===== src/rtl/mci_sram_pkg.sv =====
// MCI SRAM controller shared types and SECDED helpers.
// Code is Hamming(38,32) by bit position plus an overall parity bit in ecc[6].
package mci_sram_pkg;

  localparam int MCI_DW     = 32;
  localparam int ECC_WIDTH  = 7;
  localparam int CODE_WIDTH = MCI_DW + ECC_WIDTH;

  typedef enum logic [1:0] {
    ST_IDLE,
    ST_RD_WAIT,
    ST_RMW_MERGE
  } mci_sram_arb_state_e;

  // Codeword position of data bit j: the j-th non-power-of-two in 3..38.
  function automatic logic [5:0] data_pos(input int j);
    logic [5:0] pos;
    int         cnt;
    pos = '0;
    cnt = 0;
    for (int k = 3; k < 39; k++) begin
      if ((k & (k - 1)) != 0) begin
        if (cnt == j) pos = 6'(k);
        cnt++;
      end
    end
    return pos;
  endfunction

  function automatic logic [5:0][MCI_DW-1:0] build_h();
    logic [5:0][MCI_DW-1:0] h;
    logic [5:0]             p;
    h = '0;
    for (int j = 0; j < MCI_DW; j++) begin
      p = data_pos(j);
      for (int i = 0; i < 6; i++) h[i][j] = p[i];
    end
    return h;
  endfunction

  localparam logic [5:0][MCI_DW-1:0] H_MAT = build_h();

  function automatic logic [5:0] ecc_hamming(input logic [MCI_DW-1:0] d);
    logic [5:0] p;
    p = '0;
    for (int i = 0; i < 6; i++) p[i] = ^(d & H_MAT[i]);
    return p;
  endfunction

  function automatic logic [ECC_WIDTH-1:0] ecc_encode(
    input logic [MCI_DW-1:0] d
  );
    logic [5:0] p;
    p = ecc_hamming(d);
    return {^{d, p}, p};
  endfunction

  // s[6]=1: odd error count (single); s[6]=0 with s[5:0]!=0: double.
  function automatic logic [ECC_WIDTH-1:0] ecc_syndrome(
    input logic [MCI_DW-1:0]    d,
    input logic [ECC_WIDTH-1:0] e
  );
    logic [5:0] p;
    p = ecc_hamming(d);
    return {^{d, e}, e[5:0] ^ p};
  endfunction

endpackage


===== src/rtl/mci_sram_arb_ctrl_secded.sv =====
// SECDED encoder plus syndrome decoder/corrector, purely combinational.
// Double errors pass the raw data through untouched.
module mci_sram_secded
  import mci_sram_pkg::*;
(
  input  logic [MCI_DW-1:0]    data_i,
  input  logic [ECC_WIDTH-1:0] ecc_i,
  output logic [ECC_WIDTH-1:0] ecc_o,
  output logic [MCI_DW-1:0]    data_o,
  output logic                 sb_o,
  output logic                 db_o
);

  logic [ECC_WIDTH-1:0] syn;

  assign ecc_o = ecc_encode(data_i);
  assign syn   = ecc_syndrome(data_i, ecc_i);

  always_comb begin
    data_o = data_i;
    sb_o   = 1'b0;
    db_o   = 1'b0;
    if (syn[6]) begin
      sb_o = 1'b1;
      for (int j = 0; j < MCI_DW; j++) begin
        if (data_pos(j) == syn[5:0]) data_o[j] = ~data_i[j];
      end
    end else if (syn[5:0] != '0) begin
      db_o = 1'b1;
    end
  end

endmodule


===== src/rtl/mci_sram_arb_ctrl.sv =====
// Round-robin arbiter and SECDED controller for the shared MCI SRAM.
// Partial writes run as read, merge, write through RMW_MERGE.
module mci_sram_arb_ctrl
  import mci_sram_pkg::*;
#(
  parameter int NUM_REQ    = 2,
  parameter int DEPTH      = 64,
  parameter int ADDR_WIDTH = $clog2(DEPTH),
  parameter int DATA_WIDTH = 32
) (
  input  logic                                  clk_i,
  input  logic                                  rst_i,
  input  logic [NUM_REQ-1:0]                    req_i,
  input  logic [NUM_REQ-1:0]                    we_i,
  input  logic [NUM_REQ-1:0][ADDR_WIDTH-1:0]    addr_i,
  input  logic [NUM_REQ-1:0][DATA_WIDTH-1:0]    wdata_i,
  input  logic [NUM_REQ-1:0][3:0]               wstrb_i,
  output logic [NUM_REQ-1:0]                    gnt_o,
  output logic [NUM_REQ-1:0]                    rvalid_o,
  output logic [DATA_WIDTH-1:0]                 rdata_o,
  output logic                                  sb_err_o,
  output logic                                  db_err_o,
  output logic [ADDR_WIDTH-1:0]                 err_addr_o,
  output logic                                  sram_cs_o,
  output logic                                  sram_we_o,
  output logic [ADDR_WIDTH-1:0]                 sram_addr_o,
  output logic [DATA_WIDTH+ECC_WIDTH-1:0]       sram_wdata_o,
  input  logic [DATA_WIDTH+ECC_WIDTH-1:0]       sram_rdata_i
);

  localparam int IDX_W = $clog2(NUM_REQ);

  mci_sram_arb_state_e   state_q, state_d;
  logic [IDX_W-1:0]      last_q, last_d;
  logic [IDX_W-1:0]      owner_q, owner_d;
  logic [ADDR_WIDTH-1:0] addr_q, addr_d;
  logic [MCI_DW-1:0]     wdata_q, wdata_d;
  logic [3:0]            strb_q, strb_d;
  logic [ADDR_WIDTH-1:0] err_addr_q, err_addr_d;

  logic                  win_vld;
  logic [IDX_W-1:0]      win_idx;
  logic [IDX_W-1:0]      ci;
  int                    c;

  logic [MCI_DW-1:0]     dec_data;
  logic                  dec_sb, dec_db;
  logic [MCI_DW-1:0]     merged;
  logic [MCI_DW-1:0]     enc_in;
  logic [ECC_WIDTH-1:0]  enc_ecc;

  logic [ECC_WIDTH-1:0]  unused_dec_ecc;
  logic [MCI_DW-1:0]     unused_enc_data;
  logic                  unused_enc_sb, unused_enc_db;

  // Scan downward so the nearest requester after last_q wins.
  always_comb begin
    win_vld = 1'b0;
    win_idx = '0;
    c       = 0;
    ci      = '0;
    for (int k = NUM_REQ; k >= 1; k--) begin
      c  = (int'(last_q) + k) % NUM_REQ;
      ci = IDX_W'(c);
      if (req_i[ci]) begin
        win_vld = 1'b1;
        win_idx = ci;
      end
    end
  end

  mci_sram_secded u_dec (
    .data_i (sram_rdata_i[MCI_DW-1:0]),
    .ecc_i  (sram_rdata_i[CODE_WIDTH-1:MCI_DW]),
    .ecc_o  (unused_dec_ecc),
    .data_o (dec_data),
    .sb_o   (dec_sb),
    .db_o   (dec_db)
  );

  always_comb begin
    for (int b = 0; b < 4; b++) begin
      merged[8*b +: 8] = strb_q[b] ? wdata_q[8*b +: 8]
                                   : dec_data[8*b +: 8];
    end
  end

  assign enc_in = (state_q == ST_RMW_MERGE) ? merged : wdata_i[win_idx];

  mci_sram_secded u_enc (
    .data_i (enc_in),
    .ecc_i  ('0),
    .ecc_o  (enc_ecc),
    .data_o (unused_enc_data),
    .sb_o   (unused_enc_sb),
    .db_o   (unused_enc_db)
  );

  always_comb begin
    state_d      = state_q;
    last_d       = last_q;
    owner_d      = owner_q;
    addr_d       = addr_q;
    wdata_d      = wdata_q;
    strb_d       = strb_q;
    err_addr_d   = err_addr_q;
    gnt_o        = '0;
    rvalid_o     = '0;
    rdata_o      = '0;
    sb_err_o     = 1'b0;
    db_err_o     = 1'b0;
    sram_cs_o    = 1'b0;
    sram_we_o    = 1'b0;
    sram_addr_o  = '0;
    sram_wdata_o = '0;
    unique case (state_q)
      ST_IDLE: begin
        if (win_vld) begin
          gnt_o[win_idx] = 1'b1;
          last_d         = win_idx;
          owner_d        = win_idx;
          addr_d         = addr_i[win_idx];
          wdata_d        = wdata_i[win_idx];
          strb_d         = wstrb_i[win_idx];
          sram_addr_o    = addr_i[win_idx];
          if (!we_i[win_idx]) begin
            sram_cs_o = 1'b1;
            state_d   = ST_RD_WAIT;
          end else if (wstrb_i[win_idx] == 4'hF) begin
            sram_cs_o    = 1'b1;
            sram_we_o    = 1'b1;
            sram_wdata_o = {enc_ecc, wdata_i[win_idx]};
          end else if (wstrb_i[win_idx] != 4'h0) begin
            sram_cs_o = 1'b1;
            state_d   = ST_RMW_MERGE;
          end
        end
      end
      ST_RD_WAIT: begin
        rvalid_o[owner_q] = 1'b1;
        rdata_o           = dec_data;
        sb_err_o          = dec_sb;
        db_err_o          = dec_db;
        state_d           = ST_IDLE;
      end
      ST_RMW_MERGE: begin
        sb_err_o = dec_sb;
        db_err_o = dec_db;
        state_d  = ST_IDLE;
        // An uncorrectable old word must not be rewritten with fresh ECC.
        if (!dec_db) begin
          sram_cs_o    = 1'b1;
          sram_we_o    = 1'b1;
          sram_addr_o  = addr_q;
          sram_wdata_o = {enc_ecc, merged};
        end
      end
      default: state_d = ST_IDLE;
    endcase
    if (sb_err_o || db_err_o) err_addr_d = addr_q;
    if (rst_i) begin
      gnt_o        = '0;
      sram_cs_o    = 1'b0;
      sram_we_o    = 1'b0;
      sram_addr_o  = '0;
      sram_wdata_o = '0;
    end
  end

  always_ff @(posedge clk_i or posedge rst_i) begin
    if (rst_i) begin
      state_q    <= ST_IDLE;
      last_q     <= IDX_W'(NUM_REQ - 1);
      owner_q    <= '0;
      addr_q     <= '0;
      wdata_q    <= '0;
      strb_q     <= '0;
      err_addr_q <= '0;
    end else begin
      state_q    <= state_d;
      last_q     <= last_d;
      owner_q    <= owner_d;
      addr_q     <= addr_d;
      wdata_q    <= wdata_d;
      strb_q     <= strb_d;
      err_addr_q <= err_addr_d;
    end
  end

  assign err_addr_o = err_addr_q;

endmodule


===== config.mk =====
export PLATFORM = sky130hd
export DESIGN_NAME = mci_sram_arb_ctrl
export DESIGN_NICKNAME = d
export VERILOG_FILES = /design/src/rtl/mci_sram_pkg.sv /design/src/rtl/mci_sram_arb_ctrl_secded.sv /design/src/rtl/mci_sram_arb_ctrl.sv
export SDC_FILE = /design/constraint.sdc
export NUM_CORES = 1
export LEC_CHECK = 0
export BUFFER_PORTS_ARGS = -buffer_cell sky130_fd_sc_hd__buf_2
export CORE_UTILIZATION = 46
export CTS_CLUSTER_SIZE = 20
export DETAILED_ROUTE_END_ITERATION = 12
export GPL_TIMING_DRIVEN = 0
export PLACE_DENSITY = 0.82
export SETUP_SLACK_MARGIN = 0.02
export SKIP_CTS_REPAIR_TIMING = 1
export SYNTH_ARGS = -nofsm -noshare
export SYNTH_HDL_FRONTEND = slang
export SYNTH_HIERARCHICAL = 1
export SYNTH_SLANG_ARGS = --single-unit

===== constraint.sdc =====
create_clock -name clk_i -period 17.6 [get_ports clk_i]
set_input_delay 3.52 -clock clk_i [delete_from_list [all_inputs] [get_ports clk_i]]
set_output_delay 3.52 -clock clk_i [all_outputs]
set_load 0.01 [all_outputs]

==> summary.md, run 1 <==
- state_q[0]$_DFFE_PP0P_ — launch instance of the worst register-to-register path
- 9 — maximum net fanout on the critical path
- 16,000 microns — final HPWL from detailed placement
- 6 — Syn. warnings
- 5.54 — routed via count divided by cell count
- 0 — total global routing overflow
- 610 ps — delay of the slowest cell on the worst path
- sky130_fd_sc_hd__clkbuf_16 — Root Buffer
- 5 — number of buffers added by the clock tree synthesis step
- 52 — Sinks on Clock Net
- 0.0783 GHz — Peak Freq
- 5,335 — vias in the first global route
- 243 mW/mm^2 — Power per Cell Area
- 0.00746 sq mm — post-route standard cell area excluding fillers
- 116 microns — die height
- 2 — Clock Path Buffers
- 11.8% — sequential share of power
- 2 — number of buffers and inverters on the critical path
- 1,032 — cell total after placement
- 7 — TritonRoute pass-1 iters
- 4.26% — met3 Usage GRT
- 643 — number of instances in the synthesized netlist
- 48.0% — worst-case headroom to the max-slew limit
- 47.3% — initial standard-cell utilization of the core
- reg -> reg — type of the worst min-delay path
- 0 ps — setup total negative slack
- 41 — FP Rows
- 0 — max capacitance violation total
- 38.3% — met1 GRT Util
- 0.00599 sq mm — post-synthesis instance area
- 18.4 microns — mean routed wirelength per cell
- output pin — crit path capture type
- 0.00731 sq mm — dpl cell area
- 0 — n_diodes
- 0.0135 sq mm — die footprint
- 4830 ps — worst-case setup margin in the final layout
- 5.5% — clock share of power
- 0.992 mW — Internal Power
- 0 — initial antenna violation count
- input port — critical path launch point type
- buf_2 -> xnor2_1 -> xnor3_1 -> xor3_1 -> xnor3_2 -> nor4_1 -> nand2_1 -> xnor2_1 -> mux2i_1 -> mux2i_1 -> xor3_1 -> xnor2_1 -> xnor3_1 -> xnor2_1 -> xor2_1 -> xnor3_1 -> nand2_1 -> nor2_1 -> buf_2 — cells traversed along the worst timing path
- 0 — final count of negative-setup-slack endpoints
- 0 — Detail Route Antenna Nets
- 28,800 microns — wire length of the first global-routing pass
- 0.824 mW — switching power
- 12,770 ps — final period demand of the worst path
- 459 — detailed router's first-iteration violation count
- 290 ps — Worst-Skew Late Latency
- in -> out — class of the most critical setup path
- 48.1% — met2 track demand over resource in global routing
- sram_rdata_i[10] — Worst setup startpoint
- 780 ps — transition time at the pin with the least slew margin
- 0 — final number of max-transition violations
- 9250 ps — WP data arrival
- 33 — largest net degree at the start of global routing
- 4920 ps — setup slack after placement
- sky130_fd_sc_hd__nor4_1 — Slowest cell on crit path
- 999 — post-layout net count
- wdata_q[5]$_DFFE_PP0P_ — hold path startpoint
- 1,040 — Final Instance Count excl. Fillers
- finished clean — outcome
- 0 — Hold Fails Final Rpt
- 0 — DR DRC count
- 72.6% — final worst path period share
- 30.5% — fraction of final layout cells sized beyond drive strength 1
- 70 ps — CTS clock-pin slew for the worst setup and hold paths
- 14,080 ps — Crit path required time
- 5,761 — vias after detailed routing
- 3.68 nW — Static Leakage
- 485 ps — worst slack on hold paths
- sky130_fd_sc_hd__xnor2_1 — cell occurring most often along the worst timing path
- yes — TritonCTS clock tree
- no — unrepaired setup endpoints after global routing
- 9.32 sq um — average cell area after synthesis
- 116 microns — chip width
- 24.5% — Area growth, synth to finish
- 82.6% — combinational fraction of design power
- 2 — htree depth
- 0.313 mV — largest vdd supply drop
- XOR/XNOR gates — cell family with most CP delay
- 0.0127 sq mm — placeable core region
- 775 — Syn Nets
- 7.76 ps — skew final
- 15,440 ps — setup slack of the worst register-to-register path
- 28.7% — global-route usage over all layers
- 45.4% — Sw Share
- 0.931 — Final Wtd Congestion
- 220 — IO Count
- 216 — Port Buf Inserts
- 19,200 microns — total wire length
- met2 — global-route layer with the greatest usage
## per-stage QoR
stage / util, % / total power [mW]
floorplan: - / 1.39
global route: 58.9 / 1.93
detailed placement: 57.7 / 1.69
global placement: 57.5 / 1.67
finish: 58.9 / 1.82
CTS: 58.9 / 1.80
## state kept, by name, indices dropped and copies added, names as in the netlist
register	cells
addr_q	6
err_addr_o	6
last_q	1
owner_q	1
state_q	2
strb_q	4
wdata_q	32
## final timing paths
path,to,cells after the start
setup / recovery,sram_wdata_o[38],19
hold / removal,wdata_q[5]$_DFFE_PP0P_,2
setup reg to reg,wdata_q[4]$_DFFE_PP0P_,7
hold reg to reg,wdata_q[5]$_DFFE_PP0P_,2
max in group asynchronous,last_q$_DFFE_PP1P_,3
min in group asynchronous,err_addr_o[3]$_DFFE_PP0P_,2
## layer usage
| layer | part of all wire [%] | up-vias |
|---|---|---|
| met2 | 48 | 286 |
| met4 | 2.4 | 0 |
| met3 | 7.5 | 31 |
| met1 | 42 | 2758 |
| li1 | - | 2686 |
| met5 | 0 | - |
## power by group through the flow
stage,registers (mW),clock network (mW),logic [mW]
after CTS,0.214,0.101,1.49
after global placement,0.210,0,1.46
after floorplan,0.209,0,1.18
final,0.215,0.101,1.50
after global routing,0.221,0.107,1.61
after detailed placement,0.215,0,1.48
## layout make-up
| cell class | instances | area (sq um) |
|---|---|---|
| Fill cell | 1172 | 5210 |
| Multi-Input combinational cell | 548 | 4490 |
| Sequential cell | 52 | 1300 |
| Timing Repair Buffer | 217 | 1100 |
| Tap cell | 172 | 215 |
| Buffer | 38 | 181 |
| Clock buffer | 6 | 139 |
| Inverter | 5 | 18.8 |
| Clock inverter | 2 | 15.0 |
## cell usage in the layout, fill, tap and decap left out, types with 2 or more instances in the layout
cell type                    instances
sky130_fd_sc_hd__nor4_1              4
sky130_fd_sc_hd__o21ai_1             2
sky130_fd_sc_hd__nand3_1            12
sky130_fd_sc_hd__xnor3_1            25
sky130_fd_sc_hd__ha_1                3
sky130_fd_sc_hd__and2_1             40
sky130_fd_sc_hd__or2_2               3
sky130_fd_sc_hd__xnor2_2             5
sky130_fd_sc_hd__xnor2_1            87
sky130_fd_sc_hd__inv_1               4
sky130_fd_sc_hd__or4_1               2
sky130_fd_sc_hd__xor3_1              6
sky130_fd_sc_hd__clkinvlp_4          2
sky130_fd_sc_hd__o22ai_1            33
sky130_fd_sc_hd__nor2_1             16
sky130_fd_sc_hd__nand2_1            83
sky130_fd_sc_hd__a211oi_1            2
sky130_fd_sc_hd__o21ai_0            38
sky130_fd_sc_hd__or2_1               5
sky130_fd_sc_hd__buf_1               7
sky130_fd_sc_hd__mux2i_1           106
sky130_fd_sc_hd__nand2b_1            2
sky130_fd_sc_hd__a31oi_1             2
sky130_fd_sc_hd__nor2b_1             2
sky130_fd_sc_hd__nand4_1             2
sky130_fd_sc_hd__buf_2             226
sky130_fd_sc_hd__xor2_1             27
sky130_fd_sc_hd__dfrtp_1            51
sky130_fd_sc_hd__clkbuf_1           15
sky130_fd_sc_hd__mux2_2              7
sky130_fd_sc_hd__nand3b_1            2
sky130_fd_sc_hd__nor3_1             10
sky130_fd_sc_hd__a21oi_1             8
sky130_fd_sc_hd__clkbuf_16           5
sky130_fd_sc_hd__xnor3_2             2
sky130_fd_sc_hd__buf_4               5
## tightest hold or removal path: cells and delay by family (launching register included)
kind / cells / cell delay [ps]
flops: 1 / 350
simple gates: 1 / 50
compound gates: 1 / 60
(Power assumes the default switching activity.)
==> run 2, diff against run 1 <==
--- a/config.mk
+++ b/config.mk
@@ -5,12 +5,13 @@
 export SDC_FILE = /design/constraint.sdc
 export NUM_CORES = 1
 export LEC_CHECK = 0
+export ABC_AREA = 1
 export BUFFER_PORTS_ARGS = -buffer_cell sky130_fd_sc_hd__buf_2
 export CORE_UTILIZATION = 46
 export CTS_CLUSTER_SIZE = 20
 export DETAILED_ROUTE_END_ITERATION = 12
 export GPL_TIMING_DRIVEN = 0
-export PLACE_DENSITY = 0.82
+export PLACE_DENSITY = 0.77
 export SETUP_SLACK_MARGIN = 0.02
 export SKIP_CTS_REPAIR_TIMING = 1
 export SYNTH_ARGS = -nofsm -noshare
==> constraint.sdc (replaced) <==
create_clock -name clk_i -period 12.5 [get_ports clk_i]
set_input_delay 2.5 -clock clk_i [delete_from_list [all_inputs] [get_ports clk_i]]
set_output_delay 2.5 -clock clk_i [all_outputs]
set_load 0.01 [all_outputs]
==> run 2 against run 1 <==
  * Final area is 49% higher
  * Total power is 49% higher
  * Combinational power is 49% higher
  * Sequential power is 46% higher
  * Global-route usage is 1.7 points higher
  * Hold slack better by 3.4 ps
  * Non-clock buffer count is 38 higher
  * Flip-flop and latch count stayed put
  * Utilization is 4.3 points lower
  * Critical endpoint unchanged
  * Largest cell class unchanged
==> summary.md, run 2 <==
- 15.6% — Area growth, synth to finish
- input port — critical path launch point type
- 0.00130 sq mm — sequential cell area in the final layout, unchanged
- 0 — initial antenna violation count, unchanged
- 17.1 ps — skew final, +9.30 ps
- 0.0215 sq mm — die footprint, +59%
- 3180 ps — worst-case setup margin in the final layout, -1650 ps
- wdata_q — register with the highest flop count
- yes — TritonCTS clock tree
- 6 — depth of the most critical reg-to-reg path, -1
- sram_wdata_o[38] — Critical Path End
- 147 microns — die height, +26%
- 761 ps — transition time at the pin with the least slew margin, -18.6 ps
- 30.4% — global-route usage over all layers, +1.7 points
- 243 mW/mm^2 — Power per Cell Area, about the same
- 2.70 mW — post-layout total power, +49%
- 0 — Detail Route Antenna Nets, unchanged
- 10,490 ps — setup slack of the worst register-to-register path, -4950 ps
- 1,941 — Syn Nets, +150%
- 33,600 microns — total wire length, +75%
- 6820 ps — WP data arrival, -2430 ps
- sky130_fd_sc_hd__nand2_1 (782), sky130_fd_sc_hd__buf_2 (216), sky130_fd_sc_hd__nand3_1 (189) — commonest cells after routing, fill and taps aside
- 0 — n_diodes, unchanged
- 6 — TritonRoute pass-1 iters, -1
- 52 — Sinks on Clock Net, unchanged
- 0.00963 sq mm — post-synthesis instance area, +61%
- 0.00693 sq mm — combined area of the multi-input logic cells, +54%
- 6 — Syn. warnings, unchanged
- output pin — crit path capture type
- 6.58 nW — Static Leakage, +79%
- 43 — largest net degree at the start of global routing, +30%
- 0 — max capacitance violation total, unchanged
- 5.18 — routed via count divided by cell count, -6.4%
- 0 — DR DRC count, unchanged
- 49.3% — worst-case headroom to the max-slew limit, +1.2 points
- 0.0204 sq mm — placeable core region, +61%
- 9320 ps — final period demand of the worst path
- 2,285 — Final Instance Count excl. Fillers, +120%
- 2,277 — cell total after placement, +120%
- 11,800 — vias after detailed routing, +110%
- wdata_q[24]$_DFFE_PP0P_ — endpoint of the worst-slack reg-to-reg timing path
- 2,167 — total of fill cells in the finished design, +85%
- 1,031 — detailed router's first-iteration violation count, +120%
- 3290 ps — setup slack after placement, -1630 ps
- 0 — final count of negative-setup-slack endpoints, unchanged
- 220 — IO Count, unchanged
- sky130_fd_sc_hd__nand2_1 — leading cell type in the layout, fill and taps excluded
- 54.6% — post-route core utilization, -4.3 points
- 14.7 microns — mean routed wirelength per cell, -20%
- 0 — final number of max-transition violations, unchanged
- 147 microns — chip width, +26%
- 400 ps — delay of the slowest cell on the worst path, -210 ps
- 0.0111 sq mm — post-route standard cell area excluding fillers, +49%
- 5.32 sq um — average cell area after synthesis, -43%
- 2 — Clock Path Buffers, unchanged
- 10,000 ps — Crit path required time, -4080 ps
- sram_rdata_i[4] — Worst setup startpoint
- reg -> reg — type of the worst min-delay path
- 0 — total global routing overflow, unchanged
- 22.9% — fraction of final layout cells sized beyond drive strength 1, -7.6 points
- 52,300 microns — wire length of the first global-routing pass, +81%
- 10,500 — vias in the first global route, +96%
- 0 — Hold Fails Final Rpt, unchanged
- 0.0110 sq mm — dpl cell area, +50%
- no — unrepaired setup endpoints after global routing
- 52 — FP Rows, +27%
- last_q$_DFFE_PP1P_ — launch instance of the worst register-to-register path
- 74.6% — final worst path period share
- sky130_fd_sc_hd__nor2_1 — Slowest cell on crit path
- 310 ps — Worst-Skew Late Latency, +20 ps
- 70 ps — CTS clock-pin slew for the worst setup and hold paths, about the same
- sky130_fd_sc_hd__clkbuf_16 — Root Buffer
- in -> out — class of the most critical setup path
- 0.260 mV — largest vdd supply drop, -17%
- 2,146 — post-layout net count, +110%
- 2 — htree depth, unchanged
- 0.107 GHz — Peak Freq
- 0 ps — setup total negative slack, unchanged
- 47.3% — initial standard-cell utilization of the core, about the same
- 197 — Port Buf Inserts, -8.8%
- finished clean — outcome
- 5 — number of buffers added by the clock tree synthesis step, unchanged
- 1,809 — number of instances in the synthesized netlist, +180%
- 28,300 microns — final HPWL from detailed placement, +77%
- 6 — maximum net fanout on the critical path, -3
- sky130_fd_sc_hd__nand2_1 — cell occurring most often along the worst timing path
- 32 — max FFs per register, unchanged
- 0.988 — Final Wtd Congestion, +6.1%
- 489 ps — worst slack on hold paths, +3.41 ps
==> run 2: worst min-delay path by stage <==
stage	startpoint	end	slack, ps	cells past startpoint
2_1_floorplan	wdata_q[0]$_DFFE_PP0P_	wdata_q[0]$_DFFE_PP0P_	450	2
3_3_place_gp	wdata_q[0]$_DFFE_PP0P_	wdata_q[0]$_DFFE_PP0P_	460	2
3_5_place_dp	wdata_q[0]$_DFFE_PP0P_	wdata_q[0]$_DFFE_PP0P_	470	2
4_1_cts	wdata_q[16]$_DFFE_PP0P_	wdata_q[16]$_DFFE_PP0P_	490	2
5_1_grt	wdata_q[19]$_DFFE_PP0P_	wdata_q[19]$_DFFE_PP0P_	500	2
6_report	wdata_q[23]$_DFFE_PP0P_	wdata_q[23]$_DFFE_PP0P_	490	2
==> run 2: cell type report <==
class                   count  area share [%]
multi-input cells        1445            62.3
well taps                 270            3.04
clock inverters             3           0.259
clock buffers               5            1.12
inverters                 217            7.40
flip-flops and latches     52            11.7
plain buffers              95            5.17
repair buffers            198            9.04
==> run 2: worst max-delay path, delay by kind of cell <==
family,cells,cell delay (ps)
simple gates,30,3120
buf+inv,8,730
compound gates,2,510
==> run 2: report_power, final <==
part | internal (mW) | leakage [nW] | total [mW] | switching (mW)
registers | 0.257 | 0.622 | 0.314 | 0.0570
logic | 0.744 | 5.88 | 2.24 | 1.49
clock network | 0.0775 | 0.0767 | 0.152 | 0.0747
total | 1.08 | 6.58 | 2.70 | 1.63
==> run 2: metal layers <==
metal	vias up	part of all wire (%)	GRT usage [%]
met3	55	8.5	4.75
met4	0	2.4	7.66
met2	503	45	50.9
met1	5315	44	40.4
li1	5974	-	-
met5	-	0	0
==> run 3, diff against run 2 <==
--- a/config.mk
+++ b/config.mk
@@ -11,7 +11,7 @@
 export CTS_CLUSTER_SIZE = 20
 export DETAILED_ROUTE_END_ITERATION = 12
 export GPL_TIMING_DRIVEN = 0
-export PLACE_DENSITY = 0.77
+export PLACE_DENSITY = 0.8
 export SETUP_SLACK_MARGIN = 0.02
 export SKIP_CTS_REPAIR_TIMING = 1
 export SYNTH_ARGS = -nofsm -noshare
==> constraint.sdc (replaced) <==
create_clock -name clk_i -period 7.65 [get_ports clk_i]
set_input_delay 1.53 -clock clk_i [delete_from_list [all_inputs] [get_ports clk_i]]
set_output_delay 1.53 -clock clk_i [all_outputs]
set_load 0.01 [all_outputs]
==> run 3 against run 2 <==
  * First-iteration DRC count is 17% higher
  * Non-clock buffer count unchanged
  * Critical path depth up 2
  * Highest routed layer unchanged
  * Critical endpoint unchanged
  * Die area is the same
==> summary.md, run 3 (synthesis results as in run 2) <==
- 5620 ps — setup slack of the worst register-to-register path, -4870 ps
- input port — critical path launch point type
- 83.1% — combinational fraction of design power, +0.3 points
- 52 — FP Rows, unchanged
- 2,146 — post-layout net count, unchanged
- sram_rdata_i[0] — Worst setup startpoint
- in -> out — class of the most critical setup path
- 694 ps — transition time at the pin with the least slew margin, -67.0 ps
- wdata_q — register with the highest flop count
- 60.1% — Sw Share, -0.068 points
- 0 — final number of max-transition violations, unchanged
- 29.8% — global-route usage over all layers, -0.58 points
- 7250 ps — final period demand of the worst path
- 5 — number of buffers added by the clock tree synthesis step, unchanged
- sky130_fd_sc_hd__nand2_1 — cell occurring most often along the worst timing path
- 2 — count of cells along the worst hold path, unchanged
- 0 — n_diodes, unchanged
- 0 — DR DRC count, unchanged
- 5.29 — routed via count divided by cell count, +2.0%
- 147 microns — chip width, unchanged
- 53.2% — worst-case headroom to the max-slew limit, +4.0 points
- 197 — Port Buf Inserts, unchanged
- sky130_fd_sc_hd__nand2_1 — leading cell type in the layout, fill and taps excluded
- 0 ps — setup total negative slack, unchanged
- 23.3% — fraction of final layout cells sized beyond drive strength 1, +0.40 points
- 147 microns — die height, unchanged
- 94.8% — final worst path period share
- 5.3% — clock share of power, -0.3 points
- 400 ps — worst-case setup margin in the final layout, -2780 ps
- 0 — Detail Route Antenna Nets, unchanged
- 14.5 microns — mean routed wirelength per cell, -1.6%
- 0.0204 sq mm — placeable core region, unchanged
- sky130_fd_sc_hd__nand2_1 (782), sky130_fd_sc_hd__buf_2 (216), sky130_fd_sc_hd__nand3_1 (188) — commonest cells after routing, fill and taps aside
- 1,205 — detailed router's first-iteration violation count, +17%
- 33,100 microns — total wire length, -1.6%
- 12,100 — vias after detailed routing, +2.0%
- 0 — initial antenna violation count, unchanged
- 2,100 — total of fill cells in the finished design, -3.1%
- 52 — Sinks on Clock Net, unchanged
- sram_wdata_o[38] — Critical Path End
- no — unrepaired setup endpoints after global routing
- finished clean — outcome
- 0 — Hold Fails Final Rpt, unchanged
- wdata_q[0]$_DFFE_PP0P_ — endpoint of the worst-slack reg-to-reg timing path
- 70 ps — CTS clock-pin slew for the worst setup and hold paths, about the same
- output pin — crit path capture type
- 5720 ps — WP data arrival, -1100 ps
- 1.77 mW — Internal Power, +64%
- 2.66 mW — switching power, +64%
- yes — TritonCTS clock tree
- 11.6% — sequential share of power, about the same
- 0 — max capacitance violation total, unchanged
- 27,700 microns — final HPWL from detailed placement, -2.0%
- 462 ps — setup slack after placement, -2830 ps
- 15.9% — Area growth, synth to finish
- 40 — largest net degree at the start of global routing, -7.0%
- 51,800 microns — wire length of the first global-routing pass, -0.96%
- 6120 ps — Crit path required time, -3880 ps
- sky130_fd_sc_hd__clkbuf_16 — Root Buffer
- sky130_fd_sc_hd__o21ai_0 — Slowest cell on crit path
- 10,800 — vias in the first global route, +3.1%
- 8.87 ps — skew final, -8.19 ps
- 10 — maximum net fanout on the critical path, +4
- 0 — total global routing overflow, unchanged
- 1.05 — Final Wtd Congestion, +6.0%
- 220 — IO Count, unchanged
- 6.57 nW — Static Leakage, about the same
- 0 — final count of negative-setup-slack endpoints, unchanged
- 0.0215 sq mm — die footprint, unchanged
- wdata_q[25]$_DFFE_PP0P_ — hold path startpoint
- 397 mW/mm^2 — Power per Cell Area, +63%
- 6 — TritonRoute pass-1 iters, unchanged
- 2 — htree depth, unchanged
- 6 — depth of the most critical reg-to-reg path, unchanged
- 280 ps — delay of the slowest cell on the worst path, -120 ps
- 47.3% — initial standard-cell utilization of the core, unchanged
- 0.138 GHz — Peak Freq
- reg -> reg — type of the worst min-delay path
- 290 ps — Worst-Skew Late Latency, -20 ps
- last_q$_DFFE_PP1P_ — launch instance of the worst register-to-register path
- 2 — Clock Path Buffers, unchanged
- 32 — max FFs per register, unchanged
- 0.379 mV — largest vdd supply drop, +46%
[run 3: area by class of cell]
type                       instances  area (sq um)  share of cell area [%]
clock inverter                     1          7.51                  0.0673
inverter                         217           823                    7.38
clock buffer                       7           143                    1.28
buffer                            95           576                    5.16
timing repair buffer             198          1010                    9.01
sequential                        52          1300                    11.7
multi-input combinational       1445          6970                    62.4
tap                              270           338                    3.03
[run 3: metrics by stage]
stage	hold slack, ps	power [mW]	utilization (%)	std cells	area (sq um)
final	488	4.43	54.8	2285	11200
after global routing	506	4.85	54.8	2285	11200
after CTS	490	4.33	54.6	2285	11100
after detailed placement	474	4.08	53.9	2277	11000
after global placement	463	3.94	53.8	2276	11000
after floorplan	448	3.26	-	1809	9630
[run 3: routing by layer]
layer	part of all wire, %	global-route usage, %	vias to the layer above
li1	-	-	5987
met1	41	38.8	5437
met2	46	49.9	588
met3	9.8	4.50	69
met4	3.3	10.3	0
met5	0	0	-
[run 3: worst min-delay path by stage]
stage	endpoint
2_1_floorplan	wdata_q[0]$_DFFE_PP0P_
3_3_place_gp	wdata_q[0]$_DFFE_PP0P_
3_5_place_dp	wdata_q[18]$_DFFE_PP0P_
4_1_cts	wdata_q[18]$_DFFE_PP0P_
5_1_grt	last_q$_DFFE_PP1P_
6_report	wdata_q[25]$_DFFE_PP0P_
[run 3: worst max-delay path: cells and delay by family]
kind / cells / cell delay (ps)
buffers and inverters: 9 / 1040
AND/OR/NAND/NOR: 31 / 2650
AO/OA/AOI/OAI: 2 / 520
[run 3: power groups by stage]
| stage | clock [mW] | combinational, mW | sequential, mW |
|---|---|---|---|
| after floorplan | 0 | 2.76 | 0.497 |
| after global placement | 0 | 3.43 | 0.505 |
| after detailed placement | 0 | 3.57 | 0.511 |
| after CTS | 0.232 | 3.59 | 0.508 |
| after global routing | 0.242 | 4.08 | 0.525 |
| final | 0.235 | 3.69 | 0.513 |
